### config.mk
export PLATFORM = sky130hd
export DESIGN_NAME = mem_copy_dma
export DESIGN_NICKNAME = d
export VERILOG_FILES = /design/src/rtl/mem_copy_dma_pkg.sv /design/src/rtl/mem_copy_dma.sv
export SDC_FILE = /design/constraint.sdc
export NUM_CORES = 1
export LEC_CHECK = 0
export CORE_ASPECT_RATIO = 0.75
export CORE_MARGIN = 3
export CORE_UTILIZATION = 48
export DETAILED_ROUTE_END_ITERATION = 16
export GPL_TIMING_DRIVEN = 0
export PLACE_DENSITY_LB_ADDON = 0.08
export SLEW_MARGIN = 30
export SYNTH_ARGS = -nofsm -noshare
export SYNTH_HDL_FRONTEND = slang
export SYNTH_SLANG_ARGS = --single-unit
### constraint.sdc
create_clock -name clk -period 3.7 [get_ports clk]
set_input_delay 0.74 -clock clk [delete_from_list [all_inputs] [get_ports clk]]
set_output_delay 0.74 -clock clk [all_outputs]
set_load 0.01 [all_outputs]
### src/rtl/mem_copy_dma_pkg.sv
// Shared definitions for the word-copy DMA: FSM state codes, status codes and default sizes.
package mem_copy_dma_pkg;

    localparam int unsigned DEPTH_DEFAULT = 1024;
    localparam int unsigned DW_DEFAULT    = 32;
    localparam int unsigned ADDR_W        = 32;
    localparam int unsigned LEN_W         = 11;
    localparam int unsigned SUM_W         = ADDR_W + 1;

    localparam logic [1:0] S_IDLE  = 2'd0;
    localparam logic [1:0] S_READ  = 2'd1;
    localparam logic [1:0] S_WRITE = 2'd2;
    localparam logic [1:0] S_FIN   = 2'd3;

    localparam logic [1:0] ST_OK    = 2'b00;
    localparam logic [1:0] ST_RANGE = 2'b01;
    localparam logic [1:0] ST_ABORT = 2'b10;

endpackage

### src/rtl/mem_copy_dma.sv
// Single-port RAM word copier: alternating READ/WRITE cycles, ascending addresses,
// range check at start, abort support. All outputs are registered from next-state values.
module mem_copy_dma
    import mem_copy_dma_pkg::*;
#(
    parameter int unsigned DEPTH = DEPTH_DEFAULT,
    parameter int unsigned DW    = DW_DEFAULT
) (
    input  logic              clk,
    input  logic              reset,
    input  logic              start,
    input  logic [ADDR_W-1:0] src_addr,
    input  logic [ADDR_W-1:0] dst_addr,
    input  logic [LEN_W-1:0]  len,
    input  logic              abort,
    output logic              busy,
    output logic              done,
    output logic [1:0]        status,
    output logic [LEN_W-1:0]  words_done,
    output logic [ADDR_W-1:0] mem_addr,
    output logic [DW-1:0]     mem_wdata,
    output logic              mem_read_enable,
    output logic              mem_write_enable,
    input  logic [DW-1:0]     mem_rdata
);

    logic [1:0]        state_q, state_d;
    logic [ADDR_W-1:0] src_q, src_d;
    logic [ADDR_W-1:0] dst_q, dst_d;
    logic [LEN_W-1:0]  len_q, len_d;
    logic [LEN_W-1:0]  cnt_d;
    logic [DW-1:0]     buf_q, buf_d;
    logic [1:0]        status_d;
    logic [ADDR_W-1:0] mem_addr_d;
    logic [DW-1:0]     mem_wdata_d;
    logic [SUM_W-1:0]  src_end_c;
    logic [SUM_W-1:0]  dst_end_c;

    // Next-state, datapath and memory-port decode
    always_comb begin
        state_d     = state_q;
        src_d       = src_q;
        dst_d       = dst_q;
        len_d       = len_q;
        cnt_d       = words_done;
        buf_d       = buf_q;
        status_d    = status;
        mem_addr_d  = '0;
        mem_wdata_d = '0;
        src_end_c   = {1'b0, src_addr} + SUM_W'(len);
        dst_end_c   = {1'b0, dst_addr} + SUM_W'(len);

        case (state_q)
            S_IDLE: begin
                if (start) begin
                    cnt_d = '0;
                    if ((src_end_c > SUM_W'(DEPTH)) || (dst_end_c > SUM_W'(DEPTH))) begin
                        status_d = ST_RANGE;
                        state_d  = S_FIN;
                    end else if (len == '0) begin
                        status_d = ST_OK;
                        state_d  = S_FIN;
                    end else begin
                        src_d    = src_addr;
                        dst_d    = dst_addr;
                        len_d    = len;
                        status_d = ST_OK;
                        state_d  = S_READ;
                    end
                end
            end
            S_READ: begin
                buf_d = mem_rdata;
                if (abort) begin
                    status_d = ST_ABORT;
                    state_d  = S_FIN;
                end else begin
                    state_d = S_WRITE;
                end
            end
            S_WRITE: begin
                // The write strobed this cycle commits regardless of abort
                src_d = src_q + ADDR_W'(1);
                dst_d = dst_q + ADDR_W'(1);
                cnt_d = words_done + LEN_W'(1);
                if (abort) begin
                    status_d = ST_ABORT;
                    state_d  = S_FIN;
                end else if (cnt_d == len_q) begin
                    status_d = ST_OK;
                    state_d  = S_FIN;
                end else begin
                    state_d = S_READ;
                end
            end
            S_FIN:   state_d = S_IDLE;
            default: state_d = S_IDLE;
        endcase

        if (state_d == S_READ) begin
            mem_addr_d = src_d;
        end else if (state_d == S_WRITE) begin
            mem_addr_d  = dst_d;
            mem_wdata_d = buf_d;
        end
    end

    // State and registered outputs
    always_ff @(posedge clk or negedge reset) begin
        if (!reset) begin
            state_q          <= S_IDLE;
            src_q            <= '0;
            dst_q            <= '0;
            len_q            <= '0;
            buf_q            <= '0;
            words_done       <= '0;
            status           <= ST_OK;
            busy             <= 1'b0;
            done             <= 1'b0;
            mem_addr         <= '0;
            mem_wdata        <= '0;
            mem_read_enable  <= 1'b0;
            mem_write_enable <= 1'b0;
        end else begin
            state_q          <= state_d;
            src_q            <= src_d;
            dst_q            <= dst_d;
            len_q            <= len_d;
            buf_q            <= buf_d;
            words_done       <= cnt_d;
            status           <= status_d;
            busy             <= (state_d == S_READ) || (state_d == S_WRITE);
            done             <= (state_d == S_FIN);
            mem_addr         <= mem_addr_d;
            mem_wdata        <= mem_wdata_d;
            mem_read_enable  <= (state_d == S_READ);
            mem_write_enable <= (state_d == S_WRITE);
        end
    end

endmodule

### Word level (Yosys, flattened, before mapping)

Cells that the tools add are included.

* output and inout bits: 81
* bits of input ports: 111
* bits in registers: 190
* logic and storage cells: 69

* magnitude comparators: 2
* bitwise logic cells: 2
* mux-type cells: 28
* equality and inequality tests: 10
* reductions and logical operators: 9
* $add $sub $neg: 5

Operators by type and width (count)
* 2-to-1 mux 32 bit: 11
* case mux 32 bit (2 select lines): 2
* adder 32 x 11 -> 33 bit: 2
* > comparator 33 x 11 -> 1 bit, second input constant: 2
* adder 32 x 1 -> 32 bit, second input constant: 2
* case mux 11 bit (2 select lines): 1
* 2-to-1 mux 2 bit: 9
* adder 11 x 1 -> 11 bit, second input constant: 1
* equality test 11 bit: 1
* zero test 11 bit: 1
* 2-to-1 mux 11 bit: 1
* equality test 2 bit, second input constant: 4
* case mux 2 bit (4 select lines): 1
* AND reduction 4 bit: 2
* case mux 2 bit (3 select lines): 1
* equality test 2 x 1 -> 1 bit, second input constant: 2
* != test 2 bit, second input constant: 2
* != test 3 bit, second input constant: 1
* nonzero test 3 bit: 1
* zero test 2 bit: 1
* logical OR 1 bit: 2
* 2-to-1 mux 1 bit: 2
* inverter 1 bit: 2
* AND reduction 2 bit: 1
* nonzero test 2 bit: 1

### Longest topological paths before layout

Gate-level depths: netlist (run 1).

* word-level depth: 9
* mapped depth: 21
* gate-level depth less buffers: 17

### Worst setup path after synthesis (run 1)

OpenSTA, ideal clock, no wires.

* path kind: input-to-reg
* start point: in dst_addr[0]
* end point: reg mem_addr[1]
* data required time: 3579 ps
* data arrival time: 5433 ps
* stages on the path: 21
* buffers on the path: 5
* setup slack: -1854 ps
* cells stage by stage: ha_1 -> fa_1 -> a21o_1 -> a32o_2 -> or3_1 -> a2111oi_0 -> and3_1 -> o22ai_1 -> or4b_4 -> nor4_4 -> a31o_1 -> buf_4 -> buf_2 -> a32oi_1 -> inv_1 -> ha_1 -> clkbuf_1 -> nor2b_1 -> clkbuf_1 -> clkbuf_1 -> a22o_1

* cells in the longest elaborated chain, start to end: 9

RTL lines
* start, declared: RTL line mem_copy_dma.sv:13 `input logic [ADDR_W-1:0] dst_addr,`
* adder 32 x 11 -> 33 bit *: RTL line mem_copy_dma.sv:51 `dst_end_c = {1'b0, dst_addr} + SUM_W'(len);`
* > comparator 33 x 11 -> 1 bit *: RTL line mem_copy_dma.sv:57 `if ((src_end_c > SUM_W'(DEPTH)) || (dst_end_c > SUM_W'(DEPTH))) begin`
* logical OR 1 bit *: RTL line mem_copy_dma.sv:57
* 2-to-1 mux 2 bit *: RTL line mem_copy_dma.sv:57
* 2-to-1 mux 2 bit *: RTL line mem_copy_dma.sv:55 `if (start) begin`
* case mux 2 bit (4 select lines) *: RTL line mem_copy_dma.sv:53 `case (state_q)`
* net state_d[1]: RTL line mem_copy_dma.sv:27 `logic [1:0] state_q, state_d;`
* equality test 2 bit: RTL line mem_copy_dma.sv:102 `end else if (state_d == S_WRITE) begin`
* 2-to-1 mux 32 bit: RTL line mem_copy_dma.sv:102
* 2-to-1 mux 32 bit *: RTL line mem_copy_dma.sv:100 `if (state_d == S_READ) begin`
* net mem_addr_d[1]: RTL line mem_copy_dma.sv:34 `logic [ADDR_W-1:0] mem_addr_d;`
* end signal, assigned: RTL line mem_copy_dma.sv:134 `mem_addr <= mem_addr_d;`
* end, declared: RTL line mem_copy_dma.sv:20 `output logic [ADDR_W-1:0] mem_addr,`

The timed path passes the listed nets; every way through them passes the cells marked *.
A chain may end at the register's enable or synchronous reset.

### Worst setup path in the final report (run 1)

* start point: in src_addr[6]
* end point: reg mem_addr[23]

* cells in the longest elaborated chain, start to end: 9

RTL lines
* start, declared: RTL line mem_copy_dma.sv:12 `input logic [ADDR_W-1:0] src_addr,`
* adder 32 x 11 -> 33 bit *: RTL line mem_copy_dma.sv:50 `src_end_c = {1'b0, src_addr} + SUM_W'(len);`
* > comparator 33 x 11 -> 1 bit *: RTL line mem_copy_dma.sv:57
* logical OR 1 bit *: RTL line mem_copy_dma.sv:57
* 2-to-1 mux 2 bit *: RTL line mem_copy_dma.sv:57
* 2-to-1 mux 2 bit *: RTL line mem_copy_dma.sv:55
* case mux 2 bit (4 select lines) *: RTL line mem_copy_dma.sv:53
* net state_d[1]: RTL line mem_copy_dma.sv:27
* equality test 2 bit: RTL line mem_copy_dma.sv:102
* 2-to-1 mux 32 bit: RTL line mem_copy_dma.sv:102
* 2-to-1 mux 32 bit *: RTL line mem_copy_dma.sv:100
* net mem_addr_d[23]: RTL line mem_copy_dma.sv:34

Marked as above.

==> results of run 1 <==
stage by stage:
step                      utilization, %  TNS (ns)  total power [uW]  cell area [um2]  instances
after floorplan                        -   -126.40              5760            11300       1193
after global placement              60.4  -1474.54              7270            13500       1673
after detailed placement            60.7   -350.27              7360            13600       1675
after CTS                           69.4   -137.84             10600            15500       1748
after global routing                71.9   -119.83             11500            16100       1762
final                               71.9   -104.37             11000            16100       1762
cell type report:
cell class,count,area [um2],share of cell area [%]
Multi-Input combinational cell,921,7250,45.1
Sequential cell,190,4750,29.6
Timing Repair Buffer,248,2590,16.1
Buffer,54,429,2.67
Clock buffer,17,425,2.65
Tap cell,294,368,2.29
Clock inverter,14,171,1.07
Inverter,23,86.3,0.537
Antenna cell,1,2.50,0.0156
worst register-to-register path: cells and delay by family, from the launching register on:
kind                       cells  cell delay (ns)
buffers and inverters          2             0.51
and+or+nand+nor                6             2.37
DFF                            1             0.44
adders and majority gates      1             0.14
AOI/OAI and AO/OA              2             0.37
cells in the mapped netlist, types with 4 or more instances:
cell and number:
a211o_1 4, a211oi_1 11, a21o_1 11, a21oi_1 55
a221o_1 5, a22o_1 31, a22oi_1 6, a311oi_1 7
a31oi_1 53, and2_1 13, and3_1 32, and4_1 6
buf_1 4, buf_2 4, clkbuf_1 46, dfrtp_1 190
ha_1 33, inv_1 22, mux2_2 33, mux2i_1 17
nand2_1 148, nand2b_1 9, nand3_1 64, nand4_1 31
nor2_1 63, nor2b_1 40, nor3_1 19, nor4_1 11
o211ai_1 20, o21a_1 15, o21ai_0 55, o21ai_1 5
o221ai_1 6, o31ai_1 10, or2_2 4, or3_1 6
xnor2_1 21, xor2_1 18
logic make-up after synthesis:
family | count (synthesis) | share of synthesized area, %
AOI/OAI and AO/OA | 339 | 21.1
xor gates and xnor gates | 39 | 3.09
adders and majority gates | 35 | 4.09
buffers and inverters | 83 | 3.16
DFF | 190 | 43.0
muxes | 50 | 4.89
and+or+nand+nor | 457 | 20.7
layer usage:
metal | track usage, % | part of all wire [%] | up-vias
met5 | 0 | 0 | -
li1 | - | - | 4982
met3 | 7.52 | 11 | 77
met1 | 46.6 | 46 | 5383
met4 | 5.67 | 1.6 | 0
met2 | 43.6 | 42 | 640
power by group:
group | leakage [uW] | switching (uW) | internal, uW | total, uW
logic | 0.00395 | 3060 | 2670 | 5730
clock network | 0.000285 | 920 | 966 | 1890
registers | 0.00250 | 580 | 2780 | 3360
total | 0.00674 | 4560 | 6420 | 11000
repair_timing:
action	in CTS	in global routing
endpoints found under the hold margin	0	0
endpoints found under the setup margin	145	145
resized for setup	210	138
pin swaps	39	53
buffers inserted	40	24
cloned	7	1
sequential cells by signal (all words and copies together) (netlist names):
register and count:
buf_q 32, dst_q 32, mem_addr 32, mem_wdata 32, src_q 32, len_q 11
words_done 11, state_q 2, status 2, busy 1, done 1, mem_read_enable 1
mem_write_enable 1
worst paths after layout:
kind | slack (ns) | to
max reg2reg | -0.24 | mem_addr[24]
min in group clk | 0.48 | status[0]
max | -1.06 | mem_addr[23]
min reg2reg | 0.48 | status[0]
max in group asynchronous | 2.45 | mem_addr[21]
min | 0.20 | mem_wdata[7]
==> run metrics, run 1 <==
Max transition margin=41.3%; io pins=192; post-placement setup slack=-3.09 ns; Seq cells post-synth=190; drt total wl=39100 um; top cell type's share of synthesized area=43.0%; htree depth=4; vias in the first global route=10488; Post-synth EDFFs=0; Initial DRC Count=1224; Worst Setup SP=src_addr[6]; share of layout cells above drive strength 1=21.9%; global-route wire length before repair=59700 um; WP data required=4.02 ns; CP arrival=5.08 ns; crit-path max FO=8; Fin. Hold Viols=0; minimum clock period=4.76 ns; DP HPWL=26600 um; die width=181 um; root buf cell=clkbuf_16; critical path class=primary input to register; post-synthesis cell count=1193; f_max=210 MHz; cell row count=47; Port Buffers=186; Final WS setup=-1.06 ns; CP Cell Sequence=clkdlybuf4s50_1, ha_4, o21ai_0, a2111oi_2, o2111ai_2, nor4_2, o22ai_2, or4b_4, nor4_4, buf_6, a31o_1, buf_6, buf_8, a32oi_4, inv_2, ha_4, buf_8, nor2b_4, clkbuf_4, a22o_1; Top delay family on crit path=compound AO/OA/AOI/OAI gates; static leakage=0.00674 uW; DIE HEIGHT=138 um; total gr overflow=0; Nets=1601; Worst Tran Pin Value=0.874 ns; Fin Clk Skew=0.0138 ns; initial antenna violation count=2; CTS Hold Bufs=0; critical path's slowest cell=or4b_4; area leader, netlist=dfrtp_1; RSZ-0062 raised after global routing=true; Synth area leaders=dfrtp_1 43%, nand2_1 5.0%, ha_1 3.7%; largest net degree at the start of global routing=69; via count=11082; Skew-Pair Late Insertion Delay=0.44 ns; area delta synth->final=45.2%; CP Capture Type=register; GRT Util Overall=30.3%; TritonCTS clock tree=done; Final Cycle Share=129%; CP Buf/Inv Count=7; Final setup viols=145; Mapped Nets=1339; first-pass detailed-route iteration total=9; Clock Pin Slew Worst Setup and Hold Paths=0.08 ns; Fin Hold WS=0.205 ns; Warnings, synthesis=0; Max-Cap Viols=0; RR Startpoint=state_q[0]; Synth cell types=78; most frequent cells in the layout=190 x dfrtp_1, 159 x clkdlybuf4s50_1, 131 x nand2_1; failing checks=negative setup slack; Most used DFF post-synth=dfrtp_1; R2R cell count=11; # fillers=1610; WL/cell=22.2 um; CTS Buf Count=17; Residual DRC=0; Post-Synthesis Cell Area=11100 um2; Slew Limit Fails=0; most common cell after layout, fill and taps aside=dfrtp_1; Sink Count=190; Startpoint Class=primary input; Peak VDD IR=0.427 mV; syn_area_per_cell=9.28 um2; CTS Buffer Depth=2; drt via density=6.29; post-synthesis sequential area ratio=43.0%; Initial Util=49.5%; Crit path largest cell delay=0.54 ns; Async S/R FF share, synth=100%; die area=24900 um2; Power Density=683 nW/um2; Worst Hold Class=primary input to asynchronous set/reset pin; routability-driven placement congestion ratio=0.956; DRT antenna net count=0; critical path depth=20; outcome=complete, but fails checks; core area=22300 um2
Note: power is estimated with default switching activity, not from simulation.
==> run 2: changes to the inputs <==
--- a/config.mk
+++ b/config.mk
@@ -5,10 +5,11 @@
 export SDC_FILE = /design/constraint.sdc
 export NUM_CORES = 1
 export LEC_CHECK = 0
+export CAP_MARGIN = 20
 export CORE_ASPECT_RATIO = 0.75
-export CORE_MARGIN = 3
 export CORE_UTILIZATION = 48
 export DETAILED_ROUTE_END_ITERATION = 16
+export GPL_ROUTABILITY_DRIVEN = 0
 export GPL_TIMING_DRIVEN = 0
 export PLACE_DENSITY_LB_ADDON = 0.08
 export SLEW_MARGIN = 30
==> run metrics, run 2 (synthesis results as in run 1) <==
Top Layer Used=met4; design area=16300 um2; static leakage=0.00677 uW; Slew Limit Fails=0; global-route wire length before repair=56500 um; htree depth=4; Residual DRC=0; Initial DRC Count=1257; initial antenna violation count=1; Power Density=697 nW/um2; DRT antenna net count=0; most common cell after layout, fill and taps aside=dfrtp_1; CP arrival=5.20 ns; first-pass detailed-route iteration total=6; Placement Cell Area=13600 um2; M1 WL=16900 um; placed insts=1675; CP Capture Type=register; root buf cell=clkbuf_16; Top delay family on crit path=buffers and inverters; total gr overflow=0; CTS Buffer Depth=2; Max transition margin=23.4%; Port Buffers=186; Startpoint Class=primary input; failing checks=negative setup slack; CP Buf/Inv Count=8; GRT Util Overall=31.3%; Skew-Pair Late Insertion Delay=0.46 ns; Nets=1600; area delta synth->final=46.9%; die width=177 um; met3 routed WL=4620 um; Final setup viols=145; TritonCTS clock tree=done; critical path class=primary input to register; r2r endpoint=mem_addr[31]; Worst Tran Pin Value=1.14 ns; Clock Pin Slew Worst Setup and Hold Paths=0.08 ns; share of layout cells above drive strength 1=21.5%; minimum clock period=4.87 ns; WP data required=4.04 ns; post-route non-filler standard cell count=1763; most frequent cells in the layout=190 x dfrtp_1, 157 x clkdlybuf4s50_1, 146 x nand2_1; Fin. Hold Viols=0; die area=23700 um2; Sink Count=190; Initial Util=49.5%; DIE HEIGHT=134 um; WL/cell=21.9 um; largest net degree at the start of global routing=68; cell row count=47; Reg2Reg Setup Slack=-0.53 ns; io pins=192; critical path's slowest cell=or4b_4; Final Cycle Share=132%; Final WS setup=-1.17 ns; drt total wl=38600 um; Peak VDD IR=0.432 mV; met2 WL post-DR=16100 um; drt via density=6.38; CTS Hold Bufs=0; CTS Buf Count=17; Top cell by count, worst path=buf_6; Fin Clk Skew=0.0107 ns; vias in the first global route=10219; Crit path largest cell delay=0.50 ns; outcome=complete, but fails checks; core area=22300 um2; CP Cell Sequence=clkdlybuf4s50_1, ha_1, buf_6, nand3_2, o211ai_1, nand2_1, a211o_1, nor4_4, o22ai_2, or4b_4, nor4_4, buf_6, a31o_1, buf_6, buf_12, a32oi_4, inv_2, ha_4, clkbuf_16, nor2b_4, clkbuf_16, a22o_1; R2R cell count=14; Worst Hold Class=primary input to asynchronous set/reset pin; via count=11241; crit-path max FO=10; Max-Cap Viols=0; RR Startpoint=state_q[0]; RSZ-0062 raised after global routing=true; DP HPWL=25000 um; f_max=205 MHz
## run 2: cell type report
type	count	area, um2
diodes	2	5.00
plain buffers	54	469
clock buffers	18	429
clock inverters	14	165
fillers	1556	6090
inverters	23	86.3
multi-input cells	921	7370
flip-flops and latches	190	4750
well taps	294	368
repair buffers	247	2620
## run 2: power breakdown
group          internal [uW]  switching [uW]
Clock                    915             949
Combinational           2920            3190
Sequential              2780             575
## run 2: what timing repair did
action,4_1_cts,5_1_grt
pin swaps,34,34
setup endpoints to repair,145,145
buffers inserted,28,24
resized for setup,195,154
gates cloned,10,2
## run 2: worst reg2reg max path, stage by stage (launching register included)
cell and delay (ns):
dfrtp_1 0.44, inv_1 0.11, ha_1 0.15, clkbuf_1 0.42, nand2_1 0.16, nor3_1 0.80, and2_1 0.32, and3_1 0.19
clkbuf_1 0.40, and3_1 0.26, buf_1 0.26, nand3_1 0.13, nand2_1 0.13, a31oi_4 0.10, a22o_1 0.25
## run 2: per-layer routing
layer / GRT usage, % / up-vias
li1: - / 4986
met1: 48.0 / 5377
met2: 43.4 / 772
met3: 7.73 / 106
met4: 8.12 / 0
met5: 0 / -
## run 2: worst max path at each step
| stage | start | to | slack (ns) | depth (start not counted) |
|---|---|---|---|---|
| after floorplan | dst_addr[0] | mem_addr[25] | -1.40 | 21 |
| final | src_addr[5] | mem_addr[5] | -1.17 | 22 |
| after CTS | len[0] | mem_addr[7] | -1.20 | 21 |
| after global routing | src_addr[5] | mem_addr[5] | -1.24 | 22 |
| after detailed placement | len[0] | mem_addr[30] | -2.90 | 22 |
| after global placement | reset | mem_addr[15] | -6.00 | 1 |
## run 2: metrics by stage
stage | utilization (%) | setup WS (ns) | TNS, ns | power, uW | hold slack [ns]
final | 72.8 | -1.17 | -122.97 | 11300 | 0.216
after global routing | 72.8 | -1.24 | -133.03 | 11800 | 0.247
after CTS | 68.9 | -1.20 | -124.83 | 10500 | 0.237
after detailed placement | 60.7 | -2.90 | -323.94 | 7340 | 0.469
after global placement | 60.4 | -6.00 | -1459.97 | 7230 | 0.462
after floorplan | - | -1.40 | -126.40 | 5760 | 0.444
==> run 3: changes to the inputs <==
==> constraint.sdc (replaced) <==
create_clock -name clk -period 5.8 [get_ports clk]
set_input_delay 1.16 -clock clk [delete_from_list [all_inputs] [get_ports clk]]
set_output_delay 1.16 -clock clk [all_outputs]
set_load 0.01 [all_outputs]
==> run metrics, run 3 (synthesis results as in run 1) <==
core area=22300 um2; WL/cell=19.4 um; outcome=finished clean; DRT antenna net count=0; r2r endpoint=mem_addr[11]; Peak VDD IR=0.214 mV; CTS Buf Count=17; share of layout cells above drive strength 1=9.26%; met1 usage=45.0%; Max transition margin=30.1%; Port Buffers=186; Startpoint Class=primary input; CP Capture Type=register; Worst Hold Class=register to register; Max-Cap Viols=0; most common cell after layout, fill and taps aside=dfrtp_1; GRT busiest layer=met1; f_max=177 MHz; Hold Path End=status[0]; Power Density=416 nW/um2; Slew Limit Fails=0; crit-path max FO=16; TritonCTS clock tree=done; root buf cell=clkbuf_16; initial antenna violation count=0; Fin. Hold Viols=0; area delta synth->final=28.3%; Reg2Reg Setup Slack=1.91 ns; CP arrival=5.97 ns; n_diodes=0; Final Cycle Share=97.4%; CTS Buffer Depth=2; GRT Util Overall=28.4%; routing usage on met2=38.5%; Skew-Pair Late Insertion Delay=0.45 ns; total gr overflow=0; Initial Util=49.5%; post-placement setup slack=-1.89 ns; first-pass detailed-route iteration total=5; Nets=1548; Placement Cell Area=13400 um2; hold path depth=2; Final setup viols=0; drt via density=6.08; vias in the first global route=9315; static leakage=0.00619 uW; most frequent cells in the layout=190 x dfrtp_1, 174 x clkdlybuf4s50_1, 148 x nand2_1; io pins=192; design area=14200 um2; Residual DRC=0; critical path class=primary input to register; cell row count=47; Final WS setup=0.153 ns; Fin Clk Skew=0.0194 ns; htree depth=4; origin of the worst min-delay path=status[0]; Clock Pin Slew Worst Setup and Hold Paths=0.08 ns; Fin Hold WS=0.486 ns; drt total wl=33200 um; CTS Hold Bufs=0; Worst Tran Pin Value=1.04 ns; R2R cell count=15; via count=10386; minimum clock period=5.65 ns; Final Util=63.6%; die width=177 um; WP data required=6.12 ns; global-route wire length before repair=52000 um; RSZ-0062 raised after global routing=false; Initial DRC Count=1104; met3 usage=6.05%; total power draw=5900 uW; RR Startpoint=words_done[0]; largest net degree at the start of global routing=69; DP HPWL=24700 um; DIE HEIGHT=134 um; Sink Count=190; die area=23700 um2
run 3: per-layer routing:
metal	share of wire, %	routed length [um]
met1	49	16100
met3	9.0	3000
met5	0	0
met4	1.9	617
met2	41	13500
run 3: metrics by stage:
| step | setup TNS (ns) | std cells |
|---|---|---|
| after global routing | 0 | 1709 |
| after floorplan | 0 | 1193 |
| after global placement | -946.92 | 1673 |
| after detailed placement | -130.98 | 1675 |
| final | 0 | 1709 |
| after CTS | 0 | 1708 |
run 3: area by class of cell:
type | instances | area [um2]
Fill cell | 1913 | 8140
Multi-Input combinational cell | 920 | 6090
Sequential cell | 190 | 4750
Timing Repair Buffer | 194 | 1970
Clock buffer | 17 | 425
Tap cell | 294 | 368
Buffer | 56 | 308
Clock inverter | 15 | 200
Inverter | 23 | 86.3
run 3: worst max-delay path by stage:
| stage | startpoint | to | slack (ns) |
|---|---|---|---|
| after global placement | reset | words_done[7] | -4.34 |
| after CTS | len[7] | mem_addr[1] | 0.02 |
| after floorplan | dst_addr[0] | mem_addr[1] | 0.01 |
| final | src_addr[0] | mem_addr[1] | 0.15 |
| after global routing | src_addr[10] | mem_addr[1] | 0.02 |
| after detailed placement | len[0] | mem_addr[29] | -1.89 |
run 3: where the power goes:
group | total (uW) | internal, uW | switching [uW] | leakage [uW]
sequential | 2070 | 1780 | 290 | 0.00250
combinational | 2590 | 1120 | 1470 | 0.00338
clock | 1240 | 601 | 644 | 0.000303
total | 5900 | 3500 | 2400 | 0.00619
run 3: timing repair:
action | CTS | global route
pin swaps | 2 | 4
cloned | 0 | 0
gates resized for setup | 46 | 15
endpoints found under the setup margin | 72 | 64
setup buffers | 3 | 3
endpoints found under the hold margin | 0 | 0
run 3: worst max-delay path, cell delays in order:
cell and delay (ns):
clkdlybuf4s50_1 0.43, ha_1 0.24, fa_1 0.44, a21oi_1 0.21, o211a_1 0.29, nand2_1 0.08
a211o_1 0.27, nor4_2 0.36, o22ai_1 0.16, or4b_4 0.52, nor4_4 0.21, a31o_1 0.22
buf_6 0.22, a32oi_2 0.20, inv_1 0.09, ha_1 0.17, buf_6 0.15, nor2b_4 0.08
clkbuf_8 0.18, a22o_1 0.27
==> RTL change 1: new RTL, config.mk and constraints of run 3 <==
Register the inputs `start`, `src_addr`, `dst_addr`, `len`, `abort` and `mem_rdata` before use, without a reset. The logic sees them one clock later. Comments in the files are not updated.
--- a/src/rtl/mem_copy_dma.sv
+++ b/src/rtl/mem_copy_dma.sv
@@ -24,6 +24,22 @@
     input  logic [DW-1:0]     mem_rdata
 );
 
+    logic start_q;
+    logic [ADDR_W-1:0] src_addr_q;
+    logic [ADDR_W-1:0] dst_addr_q;
+    logic [LEN_W-1:0] len_r;
+    logic abort_q;
+    logic [DW-1:0] mem_rdata_q;
+
+    always_ff @(posedge clk) begin
+        start_q     <= start;
+        src_addr_q  <= src_addr;
+        dst_addr_q  <= dst_addr;
+        len_r       <= len;
+        abort_q     <= abort;
+        mem_rdata_q <= mem_rdata;
+    end
+
     logic [1:0]        state_q, state_d;
     logic [ADDR_W-1:0] src_q, src_d;
     logic [ADDR_W-1:0] dst_q, dst_d;
@@ -47,31 +63,31 @@
         status_d    = status;
         mem_addr_d  = '0;
         mem_wdata_d = '0;
-        src_end_c   = {1'b0, src_addr} + SUM_W'(len);
-        dst_end_c   = {1'b0, dst_addr} + SUM_W'(len);
+        src_end_c   = {1'b0, src_addr_q} + SUM_W'(len_r);
+        dst_end_c   = {1'b0, dst_addr_q} + SUM_W'(len_r);
 
         case (state_q)
             S_IDLE: begin
-                if (start) begin
+                if (start_q) begin
                     cnt_d = '0;
                     if ((src_end_c > SUM_W'(DEPTH)) || (dst_end_c > SUM_W'(DEPTH))) begin
                         status_d = ST_RANGE;
                         state_d  = S_FIN;
-                    end else if (len == '0) begin
+                    end else if (len_r == '0) begin
                         status_d = ST_OK;
                         state_d  = S_FIN;
                     end else begin
-                        src_d    = src_addr;
-                        dst_d    = dst_addr;
-                        len_d    = len;
+                        src_d    = src_addr_q;
+                        dst_d    = dst_addr_q;
+                        len_d    = len_r;
                         status_d = ST_OK;
                         state_d  = S_READ;
                     end
                 end
             end
             S_READ: begin
-                buf_d = mem_rdata;
-                if (abort) begin
+                buf_d = mem_rdata_q;
+                if (abort_q) begin
                     status_d = ST_ABORT;
                     state_d  = S_FIN;
                 end else begin
@@ -83,7 +99,7 @@
                 src_d = src_q + ADDR_W'(1);
                 dst_d = dst_q + ADDR_W'(1);
                 cnt_d = words_done + LEN_W'(1);
-                if (abort) begin
+                if (abort_q) begin
                     status_d = ST_ABORT;
                     state_d  = S_FIN;
                 end else if (cnt_d == len_q) begin
Formal check against the unedited RTL: not equivalent (a bounded check fails within 4 cycles, from zero or initial values and one cycle with reset low).
==> RTL change 1 against run 3 <==
First-iteration DRC count is 15% higher. Sequential power rose by 23%. Worst hold slack got worse by 0.010 ns. Setup slack improved by 0.086 ns. Synthesized area up 20%. Combinational power down 24%. Count of clock-buffer cells in the layout grew 27. Cell area grew 17%. Fmax is 1.6% higher. Wire length up 7.2%. Power up 6.2%. Sequential cell count increased by 109.
==> RTL change 1: results (changes against run 3) <==
.. list-table::
   :header-rows: 1

   * - Metric
     - Value
   * - Half-perimeter wire length after detailed placement
     - 26300 um (+6.4%)
   * - Pin slew with the least headroom to its limit
     - 0.903 ns (-0.141 ns)
   * - Top cells by area in the synthesized netlist
     - sky130_fd_sc_hd__dfrtp_1 36%, sky130_fd_sc_hd__dfxtp_1 16%, sky130_fd_sc_hd__nand2_1 4.2%
   * - Proportion of synthesized flip-flops having asynchronous set or reset
     - 0.635 (-0.365)
   * - Vias post-DR
     - 11.1k (+6.8%)
   * - Status
     - complete, no violations
   * - Worst vdd ir
     - 0.255 mV (+19%)
   * - Category of the worst setup path launch point
     - flip-flop
   * - Drt initial violations
     - 1268 (+15%)
   * - Xor and xnor fraction of the mapped netlist area
     - 0.0258 (-0.00508)
   * - Maximum root-to-sink buffer count
     - 3 (+1)
   * - Sequential cell area fraction in the yosys report
     - 0.523 (+0.0939)
   * - Start point of the worst hold path
     - mem_rdata_q[30]
   * - Arrival time of data at the critical path endpoint
     - 5.98 ns (about the same)
   * - Clock-pin slew on the worst setup and hold paths
     - 0.06 ns (-0.02 ns)
   * - Worst setup slack before clock tree synthesis
     - -0.716 ns (+1.18 ns)
   * - Filler Cell Count
     - 2312 (+21%)
   * - Critical path fanouts, max
     - 10 (-6)
   * - Synth Area in Compound Gates
     - 0.176 (-0.0348)
   * - Count of H-tree levels built during CTS
     - 1 (-3)
   * - Count of cell types in the netlist
     - 79 (+1.3%)
   * - Detailed Route WL
     - 35600 um (+7.2%)
   * - Number of nets produced by synthesis
     - 1448 (+8.1%)
   * - Synth Area in Adders
     - 0.0342 (-0.00674)
   * - Largest net degree at the start of global routing
     - 82 (+19%)
   * - Vias in the first global route
     - 10.3k (+11%)
   * - Leakage Power
     - 7.16 nW (+16%)
   * - Total clock buffers created by CTS
     - 28 (+11)
   * - Placement-stage cell area
     - 0.0157 mm2 (+17%)
   * - Reg-to-Reg Start
     - dst_addr_q[0]
   * - Worst Clk Skew
     - 0.0245 ns (+0.00503 ns)
   * - Clock latency at the later pin of the worst-skew pair
     - 0.56 ns (+0.11 ns)
RTL change 1: path summary, 6_finish.rpt:
path / to / slack, ns / depth (start not counted)
worst max-delay path: mem_addr[3] / 0.24 / 21
worst min-delay path: buf_q[30] / 0.48 / 1
worst max register to register: mem_addr[3] / 0.24 / 21
worst min register to register: buf_q[30] / 0.48 / 1
max in group asynchronous: buf_q[27] / 4.24 / 3
min in group asynchronous: src_q[19] / 0.51 / 1
RTL change 1: worst max-delay path, cell delays in order (launching register included):
cell and delay, ns:
sky130_fd_sc_hd__dfxtp_1 0.37, sky130_fd_sc_hd__ha_1 0.25, sky130_fd_sc_hd__fa_1 0.41, sky130_fd_sc_hd__a21o_1 0.23, sky130_fd_sc_hd__a32o_2 0.31, sky130_fd_sc_hd__or3_1 0.33
sky130_fd_sc_hd__a2111oi_2 0.41, sky130_fd_sc_hd__and3_1 0.22, sky130_fd_sc_hd__o22ai_1 0.14, sky130_fd_sc_hd__or4b_4 0.54, sky130_fd_sc_hd__nor4_4 0.31, sky130_fd_sc_hd__buf_4 0.22
sky130_fd_sc_hd__nand3_4 0.10, sky130_fd_sc_hd__buf_6 0.21, sky130_fd_sc_hd__nand3_1 0.10, sky130_fd_sc_hd__a32oi_1 0.14, sky130_fd_sc_hd__inv_1 0.15, sky130_fd_sc_hd__ha_4 0.20
sky130_fd_sc_hd__nor2b_1 0.06, sky130_fd_sc_hd__clkbuf_1 0.17, sky130_fd_sc_hd__buf_2 0.26, sky130_fd_sc_hd__a22o_1 0.26
RTL change 1: metal layers:
| metal | track usage | part of all wire | vias to the layer above |
|---|---|---|---|
| li1 | - | - | 5224 |
| met1 | 0.376 | 0.46 | 5284 |
| met2 | 0.349 | 0.41 | 510 |
| met3 | 0.0684 | 0.10 | 75 |
| met4 | 0.0718 | 0.026 | 2 |
| met5 | 0 | 0.00031 | - |
RTL change 1: layout make-up:
cell class                      instances  area (um2)  area share
Tap cell                              351         439      0.0265
Timing Repair Buffer                  194        1980       0.119
Clock inverter                          6        45.0     0.00272
Clock buffer                           44         831      0.0501
Sequential cell                       299        6940       0.418
Buffer                                 58         260      0.0157
Inverter                               23        86.3     0.00521
Multi-Input combinational cell        920        6000       0.362
RTL change 1: what timing repair did:
item                                   4_1_cts  5_1_grt
gates resized for setup                      4       10
buffers inserted                             1        0
pin swaps                                    1        0
setup endpoints to repair                   64       60
endpoints found under the hold margin        0        0
hold buffers                                 0        0
RTL change 1: power by group:
part | switching (mW) | leakage [nW] | internal, mW
Combinational | 1.18 | 3.27 | 0.801
Sequential | 0.170 | 3.46 | 2.37
Clock | 0.770 | 0.433 | 0.982
Total | 2.12 | 7.16 | 4.15
==> RTL change 2: new RTL, flow settings as in run 3 <==
Without the edit above. `LEN_W`: 11 -> 10.
--- a/src/rtl/mem_copy_dma_pkg.sv
+++ b/src/rtl/mem_copy_dma_pkg.sv
@@ -4,7 +4,7 @@
     localparam int unsigned DEPTH_DEFAULT = 1024;
     localparam int unsigned DW_DEFAULT    = 32;
     localparam int unsigned ADDR_W        = 32;
-    localparam int unsigned LEN_W         = 11;
+    localparam int unsigned LEN_W         = 10;
     localparam int unsigned SUM_W         = ADDR_W + 1;
 
     localparam logic [1:0] S_IDLE  = 2'd0;
Ports: changed (resized len and words_done); port bits go from 192 to 190. No check against the original RTL was run, so the function may have changed too.
==> RTL change 2 against run 3 <==
Cell area decreased by 0.55%. Setup slack better by 0.0058 ns. Wire length fell by 0.92%. Fmax increased by 0.10%. Synthesized cell count down 4.9%. Via count down 2.2%. Non-clock buffer count rose by 7. Worst hold slack improved by 0.010 ns. Highest routed layer unchanged. Power up 0.36%. Largest cell class unchanged. Combinational power up 3%. Synthesized area is 0.86% lower. Critical path type unchanged. Sequential cell count is 2 lower. Largest power group unchanged.
==> RTL change 2: results (changes against run 3) <==
.. list-table::
   :header-rows: 1

   * - Metric
     - Value
   * - Status
     - complete, no violations
   * - Worst vdd ir
     - 0.261 mV (+22%)
   * - Pin slew with the least headroom to its limit
     - 0.792 ns (-0.253 ns)
   * - Synth Instances
     - 1134 (-4.9%)
   * - Leading cell types by count after synthesis
     - 188 x sky130_fd_sc_hd__dfrtp_1, 106 x sky130_fd_sc_hd__nand2_1, 58 x sky130_fd_sc_hd__nor2_1, 51 x sky130_fd_sc_hd__o21ai_0, 49 x sky130_fd_sc_hd__nand3_1
   * - Vias post-DR
     - 10.2k (-2.2%)
   * - Xor and xnor fraction of the mapped netlist area
     - 0.0359 (+0.00506)
   * - Multiplexer share of the synthesized area
     - 0.0626 (+0.0136)
   * - Filler Cell Count
     - 1893 (-1.0%)
   * - Clock network power share
     - 0.215 (+0.004)
   * - Synth Area in Adders
     - 0.0390 (-0.00193)
   * - Worst path max stage delay
     - 0.61 ns (+0.09 ns)
   * - Worst Clk Skew
     - 0.0167 ns (-0.00279 ns)
   * - Cell at the slowest stage of the critical path
     - sky130_fd_sc_hd__clkdlybuf4s50_1
   * - Buffers excl. clock
     - 257 (+2.8%)
   * - Power share of the combinational group
     - 0.448 (+0.009)
   * - Arrival time of data at the critical path endpoint
     - 6.01 ns (+0.04 ns)
   * - Drt initial violations
     - 967 (-12%)
   * - Placement-stage cell area
     - 0.0133 mm2 (-0.83%)
   * - Dominant delay contributor by cell family on the critical path
     - simple AND/OR/NAND/NOR gates
   * - Area occupied by multi-input gates
     - 0.00601 mm2 (-1.4%)
   * - Switching share of total power
     - 0.413 (+0.00622)
   * - Multi-input gate share of total cell area
     - 0.426 (-0.00358)
   * - Root Driver
     - sky130_fd_sc_hd__clkbuf_16
   * - Placed Instances
     - 1616 (-3.5%)
   * - Clock network area share
     - 0.0457 (+0.00166)
   * - Top cells by area in the synthesized netlist
     - sky130_fd_sc_hd__dfrtp_1 43%, sky130_fd_sc_hd__nand2_1 3.6%, sky130_fd_sc_hd__mux2_2 3.6%
   * - Layout inverter count without the clock tree
     - 24 (+4.3%)
   * - Sequential cell area fraction in the yosys report
     - 0.429 (-0.000839)
   * - Count of cell types in the netlist
     - 84 (+7.7%)
   * - Largest net degree at the start of global routing
     - 78 (+13%)
   * - GRT Overall Usage
     - 0.285 (+0.000938)
   * - Vias in the first global route
     - 9585 (+2.9%)
   * - Detailed Route WL
     - 32900 um (-0.92%)
   * - First-pass GRT wire length
     - 51900 um (-0.16%)
   * - Reg area
     - 0.00470 mm2 (-1.1%)
   * - Leakage Power
     - 6.24 nW (+0.79%)
   * - Count of clock tree sinks
     - 188 (-1.1%)
   * - Final standard cell count with taps included and fillers excluded
     - 1657 (-3.0%)
   * - Half-perimeter wire length after detailed placement
     - 24300 um (-1.8%)
   * - Synth Area in Compound Gates
     - 0.202 (-0.00877)
   * - Data buffer area share
     - 0.163 (+0.00318)
   * - Worst setup slack before clock tree synthesis
     - -1.72 ns (+0.171 ns)
   * - Nets@finish
     - 1493 (-3.6%)
   * - Number of nets produced by synthesis
     - 1277 (-4.6%)
   * - Resized cells post-CTS
     - 22 (-52%)
-- RTL change 2: cell types whose count changed in the layout (fill, tap and decap cells not counted), sizes merged, moves of 7 or more --
cell	change
and3	+16
o21a	-7
clkbuf	-8
buf	+15
nand2	-42
and4	+7
o22a	+12
a22oi	+10
o211ai	-13
a21oi	-19
nor3	-7
mux2	+12
nand3	-14
-- RTL change 2: worst paths after layout --
path / start / endpoint / slack (ns) / cells after the start
max: len[8] / mem_addr[10] / 0.16 / 20
min: buf_q[1] / buf_q[1] / 0.50 / 1
max reg2reg: state_q[1] / mem_addr[10] / 1.61 / 11
min reg2reg: buf_q[1] / buf_q[1] / 0.50 / 1
max in group asynchronous: reset / mem_wdata[24] / 4.13 / 3
min in group asynchronous: reset / src_q[9] / 0.59 / 1
-- RTL change 2: layer usage --
metal,vias up,part of all wire,global-route usage
met5,-,0,0
met3,35,0.10,0.0856
met2,461,0.42,0.406
met1,4964,0.46,0.423
met4,0,0.013,0.0603
li1,4697,-,-
